`src/rtl/bc_stage_if.sv`:
```
// Instruction fetch stage.
// Issues word fetches over a req/gnt + rvalid memory port. Responses come back in
// order, land in a small FIFO and go to decode as valid/instr/pc.
//
// Handshakes:
// - Memory request: it transfers on a cycle where o_imem_req && i_imem_gnt.
//   o_imem_addr holds steady while req is high and gnt is low.
// - Memory response: i_imem_rvalid is a one-cycle, in-order return with no backpressure.
// - Decode: an instruction transfers on a cycle where o_instr_valid && !i_stall.
// A redirect kills the FIFO contents and every fetch still in flight.
module bc_stage_if #(
    parameter int                    INSTR_WIDTH = 32,
    parameter int                    ADDR_WIDTH  = 32,
    parameter logic [ADDR_WIDTH-1:0] RESET_PC    = '0,
    parameter int                    FIFO_DEPTH  = 2
) (
    input  logic                   i_clk,
    input  logic                   i_rstn,
    output logic                   o_imem_req,
    output logic [ADDR_WIDTH-1:0]  o_imem_addr,
    input  logic                   i_imem_gnt,
    input  logic                   i_imem_rvalid,
    input  logic [INSTR_WIDTH-1:0] i_imem_rdata,
    input  logic                   i_redirect_valid,
    input  logic [ADDR_WIDTH-1:0]  i_redirect_pc,
    input  logic                   i_stall,
    output logic                   o_instr_valid,
    output logic [INSTR_WIDTH-1:0] o_instr,
    output logic [ADDR_WIDTH-1:0]  o_pc
);

    // Counters must be able to hold the value FIFO_DEPTH.
    localparam int CW = $clog2(FIFO_DEPTH + 1);
    localparam int PW = (FIFO_DEPTH > 1) ? $clog2(FIFO_DEPTH) : 1;

    logic [ADDR_WIDTH-1:0]  fetch_pc;
    logic [ADDR_WIDTH-1:0]  resp_pc;
    logic [CW-1:0]          ocnt;      // fetches granted but not yet answered
    logic [CW-1:0]          dcnt;      // answers still owed that must be dropped
    logic [CW-1:0]          fcnt;      // FIFO occupancy
    logic [PW-1:0]          rd_ptr;
    logic [PW-1:0]          wr_ptr;
    logic [INSTR_WIDTH-1:0] buf_instr [FIFO_DEPTH];
    logic [ADDR_WIDTH-1:0]  buf_pc    [FIFO_DEPTH];

    logic [CW:0]            inflight;
    logic                   fire;
    logic                   resp_ok;
    logic                   drop;
    logic                   push;
    logic                   pop;
    logic [CW-1:0]          ocnt_next;
    logic [ADDR_WIDTH-1:0]  tgt;

    function automatic logic [PW-1:0] ptr_inc(input logic [PW-1:0] p);
        return (p == PW'(FIFO_DEPTH - 1)) ? '0 : p + PW'(1);
    endfunction

    // Request, response and pop qualification. All of this is combinational from registers and inputs.
    always_comb begin
        inflight    = {1'b0, ocnt} + {1'b0, fcnt};
        // A fetch is requested only when there is a FIFO slot for every fetch in flight.
        o_imem_req  = i_rstn && !i_redirect_valid && (inflight < (CW+1)'(FIFO_DEPTH));
        o_imem_addr = fetch_pc;
        fire        = o_imem_req && i_imem_gnt;
        // A response is ignored when nothing is outstanding.
        resp_ok     = i_imem_rvalid && (ocnt != '0);
        drop        = resp_ok && (dcnt != '0);
        push        = resp_ok && (dcnt == '0) && !i_redirect_valid;
        o_instr_valid = i_rstn && (fcnt != '0) && !i_redirect_valid;
        o_instr     = buf_instr[rd_ptr];
        o_pc        = buf_pc[rd_ptr];
        pop         = o_instr_valid && !i_stall;
        ocnt_next   = ocnt + CW'(fire) - CW'(resp_ok);
        tgt         = {i_redirect_pc[ADDR_WIDTH-1:2], 2'b00};
    end

    // Control state. A redirect overrides push, pop and fire. Every fetch left in
    // flight after the redirect edge is marked to be dropped.
    always_ff @(posedge i_clk) begin
        if (!i_rstn) begin
            fetch_pc <= RESET_PC;
            resp_pc  <= RESET_PC;
            ocnt     <= '0;
            dcnt     <= '0;
            fcnt     <= '0;
            rd_ptr   <= '0;
            wr_ptr   <= '0;
        end else begin
            ocnt <= ocnt_next;
            if (i_redirect_valid) begin
                fetch_pc <= tgt;
                resp_pc  <= tgt;
                dcnt     <= ocnt_next;
                fcnt     <= '0;
                rd_ptr   <= '0;
                wr_ptr   <= '0;
            end else begin
                if (fire) fetch_pc <= fetch_pc + ADDR_WIDTH'(4);
                if (drop) dcnt <= dcnt - CW'(1);
                if (push) begin
                    resp_pc <= resp_pc + ADDR_WIDTH'(4);
                    wr_ptr  <= ptr_inc(wr_ptr);
                end
                if (pop) rd_ptr <= ptr_inc(rd_ptr);
                fcnt <= fcnt + CW'(push) - CW'(pop);
            end
        end
    end

    // FIFO storage. It has no reset because occupancy is tracked by fcnt.
    always_ff @(posedge i_clk) begin
        if (push) begin
            buf_instr[wr_ptr] <= i_imem_rdata;
            buf_pc[wr_ptr]    <= resp_pc;
        end
    end

    // Memory protocol violation: a response arrived while no fetch was outstanding.
    rvalid_needs_outstanding: assert property (
        @(posedge i_clk) disable iff (!i_rstn) !(i_imem_rvalid && (ocnt == '0))
    );

endmodule

```
`config.mk`:
```
export PLATFORM = sky130hd
export DESIGN_NAME = bc_stage_if
export DESIGN_NICKNAME = d
export VERILOG_FILES = /design/src/rtl/bc_stage_if.sv
export SDC_FILE = /design/constraint.sdc
export NUM_CORES = 1
export LEC_CHECK = 0
export ABC_CLOCK_PERIOD_IN_PS = 4300
export BUFFER_PORTS_ARGS = -buffer_cell sky130_fd_sc_hd__buf_2
export CORE_ASPECT_RATIO = 1.25
export CORE_MARGIN = 8
export CORE_UTILIZATION = 49
export CTS_CLUSTER_DIAMETER = 50
export DETAILED_ROUTE_END_ITERATION = 8
export GPL_TIMING_DRIVEN = 0
export PLACE_DENSITY_LB_ADDON = 0.25
export SYNTH_ARGS = -nofsm -noshare
export SYNTH_HDL_FRONTEND = slang
export SYNTH_SLANG_ARGS = --single-unit
```
`constraint.sdc`:
```
create_clock -name i_clk -period 4.3 [get_ports i_clk]
set_input_delay 0.43 -clock i_clk [delete_from_list [all_inputs] [get_ports i_clk]]
set_output_delay 0.43 -clock i_clk [all_outputs]
set_load 0.01 [all_outputs]
```
==> results.md <==
* Largest fanout on the critical path at 10
* Initial DRT Pass Iterations at 6
* 1st-iter DRT viols at 305
* Syn. warnings at 0
* Status: finished clean
* Crit path largest cell delay at 570 ps
* Largest net degree at the start of global routing at 32
* Residual DRC at 0
* Core Area at 16580 µm²
* Pwr/cell area at 425.3 nW/µm²
* Antenna Cells at 0
* All-Layer GR Usage at 0.1875
* Final Max Slew Viols at 0
* Initial Util at 0.4943
* Max-Cap Viols at 0
* Number of CTS-inserted buffers at 17
* Layout Nets at 913
* FF+latch area at 5105 µm²
* Site row count at 53
* Synthesized area at 8195 µm²
* Vias at 5814
* RSZ-0062 raised after global routing: no
* Critical path's slowest cell: or3b_2
* Most frequent cells in the layout: buf_2, edfxtp_1, dfxtp_1
* Crit share post-route at 0.8706
* Setup TNS at 0 ps
* Fmax at 267.1 MHz
* Critical Path RT at 4650 ps
* Startpoint types: flop
* WL final at 20070 µm
* Final Hold Fails at 0
* First-pass GRT wire length at 31350 µm
* Crit-path cells: and2_1, fa_1, or3b_2, buf_2, nor2_1, inv_1, ha_1, inv_1, ha_1, xnor2_1, xnor2_1, nand2_1, a21boi_0
* Commonest non-fill, non-tap cell in the layout: buf_2
* Mapped Cells at 649
* Synth Area in Adders at 0.01313
* Number of buffers added on ports at 160
* Static Leak at 0.003596 µW
* Slew headroom at 0.3374
* Utilization after layout at 0.6006
* Setup-failing EPs final at 0
* Routed vias/inst at 5.444
* CP startpoint: ocnt[0]
* Worst skew pair latency at 420 ps
* Chip width at 131.7 µm
* Clock power frac at 0.349
* Worst setup margin at 556.4 ps
* Die area at 21140 µm²
* FF+latch count, synth at 193
* Multiplexer share of the synthesized area at 0.08779
* # clock sinks at 193
* R2R setup slack at 560 ps
* Combinational power share at 0.129
* Async S/R FF share, synth at 0
* Xor/xnor share of the synthesized area at 0.06519
* DRT antenna net count at 0
* DR WL/cell at 18.79 µm
* Post-CTS Setup Bufs at 0
* Hold endpoint: buf_instr[1][12]
* Seq pwr share at 0.521
* Syn avg cell area at 12.63 µm²
* Reg-to-Reg Start: ocnt[0]
* Initial antenna violation count at 0
* Worst slack, placed at 608.2 ps
* Hold Buf Count CTS at 0
* Number of global-route vias before repair at 5981
* Post-cts resize count at 0
* Top_reg_cell synth: edfxtp_1
* CTS Root Cell: clkbuf_16
* Area of the multi-input gates at 2935 µm²
* Crit Reg-Reg Endpoint: dcnt[1]
* Placed insts at 1036
* I/O pins at 168
* Non-Filler Instances at 1068
* Placer Congestion at 0.9192
* Worst Setup Path Type: flop to flop
* Sequential area share after synthesis at 0.6229
* Minimum clock period at 3744 ps
* EDFF count, synth at 124
* Switching pwr at 1085 µW
* Layout area overhead at 21.50%
* CTS tree: done
* R2R cell count at 13
* Clock skew at 12.62 ps
* Clock buffer depth at 2
* Internal at 3150 µW
* Die Y at 160.6 µm
* Compound-gate portion of the synthesized area at 0.07160
* Layout cells sized above 1 at 0.3290
* Final-layout fill cell count at 1359
* Largest family of logic cells by synthesized area: simple AND/OR/NAND/NOR gates
* CP Data Arrival Time at 4090 ps
* Clock-pin slew on the worst setup and hold paths at 70 ps
* H-tree levels at 4
* Hold path depth at 1
* Switching Fraction at 0.2562
* Maximum vdd ir drop at 0.2587 mV
* Hold Path Class: input port to flop
* Slew @ Worst Pin at 985.7 ps
* Simple-gate area share of the yosys netlist at 0.1168
* Crit path capture type: flop
* Hold path start: i_imem_rdata[12]
* Netlist cell types at 51
* DP HPWL at 15060 µm
* Gr ovfl total at 0
==> per-layer routing <==
metal | global-route usage | part of all wire | up-vias
met3 | 0.04875 | 0.063 | 33
met1 | 0.2205 | 0.42 | 2769
met5 | 0 | 0 | -
met4 | 0.08320 | 0.027 | 0
li1 | - | - | 2775
met2 | 0.3172 | 0.49 | 237
==> per-stage QoR <==
stage	hold slack [ps]	cell area, µm²	total power, µW
2_1_floorplan	423.7	8207	2560
3_3_place_gp	461.0	9283	2769
3_5_place_dp	466.2	9393	2800
4_1_cts	179.8	9957	4270
5_1_grt	177.2	9957	4397
6_report	194.1	9957	4235
==> flip-flops by register name (all words and copies together), names as in the netlist, named ones only <==
name and cells:
fcnt 2, wr_ptr 1, buf_instr 64, dcnt 2
ocnt 2, rd_ptr 1, resp_pc 30, o_imem_addr 30
buf_pc 60
==> worst max path at each step <==
stage                      end  cells past startpoint
2_1_floorplan  buf_instr[0][0]                      4
3_3_place_gp   buf_instr[1][2]                      5
3_5_place_dp           dcnt[1]                     13
4_1_cts                dcnt[1]                     13
5_1_grt                dcnt[1]                     13
6_report               dcnt[1]                     13
==> cells by family after synthesis <==
kind of cell | Yosys count
other | 1
adders and majority gates | 8
xor gates and xnor gates | 61
and+or+nand+nor | 174
buffers and inverters | 44
muxes | 64
AOI/OAI and AO/OA | 104
DFF | 193
==> critical path: cells and delay by family (launching register included) <==
family	cells	cell delay [ps]
AO/OA/AOI/OAI	1	170
buffers and inverters	3	490
AND/OR/NAND/NOR	4	1240
XOR/XNOR	2	350
adder cells (fa/ha/maj)	3	960
flip-flops	1	470
==> final cells by class <==
cell class / instances / area share
Sequential cell: 193 / 0.5127
Clock inverter: 10 / 0.008042
Clock buffer: 22 / 0.04863
Inverter: 14 / 0.005278
Multi-Input combinational cell: 415 / 0.2948
Timing Repair Buffer: 164 / 0.08997
Tap cell: 220 / 0.02765
Buffer: 30 / 0.01294
==> Yosys cell counts (2+ instances only) <==
cell type	instances	area (µm²)
and2_1	8	50.05
buf_4	4	30.03
mux2_2	63	709.4
clkbuf_1	24	90.09
a21oi_1	48	240.2
nand2_1	45	168.9
nor4_1	11	68.82
a22o_1	2	17.52
dfxtp_1	69	1381
o21a_1	2	15.01
inv_1	13	48.80
o21ai_0	41	205.2
xnor2_1	28	245.2
or4_4	2	22.52
edfxtp_1	124	3724
a21boi_0	2	15.01
nand2b_1	2	12.51
nand4_1	25	156.4
nor2b_1	2	12.51
nor3_1	14	70.07
or3_2	2	15.01
nor4_2	2	25.02
nor2_1	19	71.32
and3_1	5	31.28
xor2_1	33	289.0
nand3_1	26	130.1
and4_1	3	26.28
ha_1	7	87.58
==> power groups by stage <==
stage / clock (µW) / combinational, µW / sequential (µW)
4_1_cts: 1510 / 557 / 2210
3_5_place_dp: 0 / 553 / 2250
3_3_place_gp: 0 / 517 / 2250
5_1_grt: 1570 / 603 / 2220
6_report: 1480 / 548 / 2210
2_1_floorplan: 0 / 321 / 2240
No activity file was read; power rests on OpenSTA's default activity.
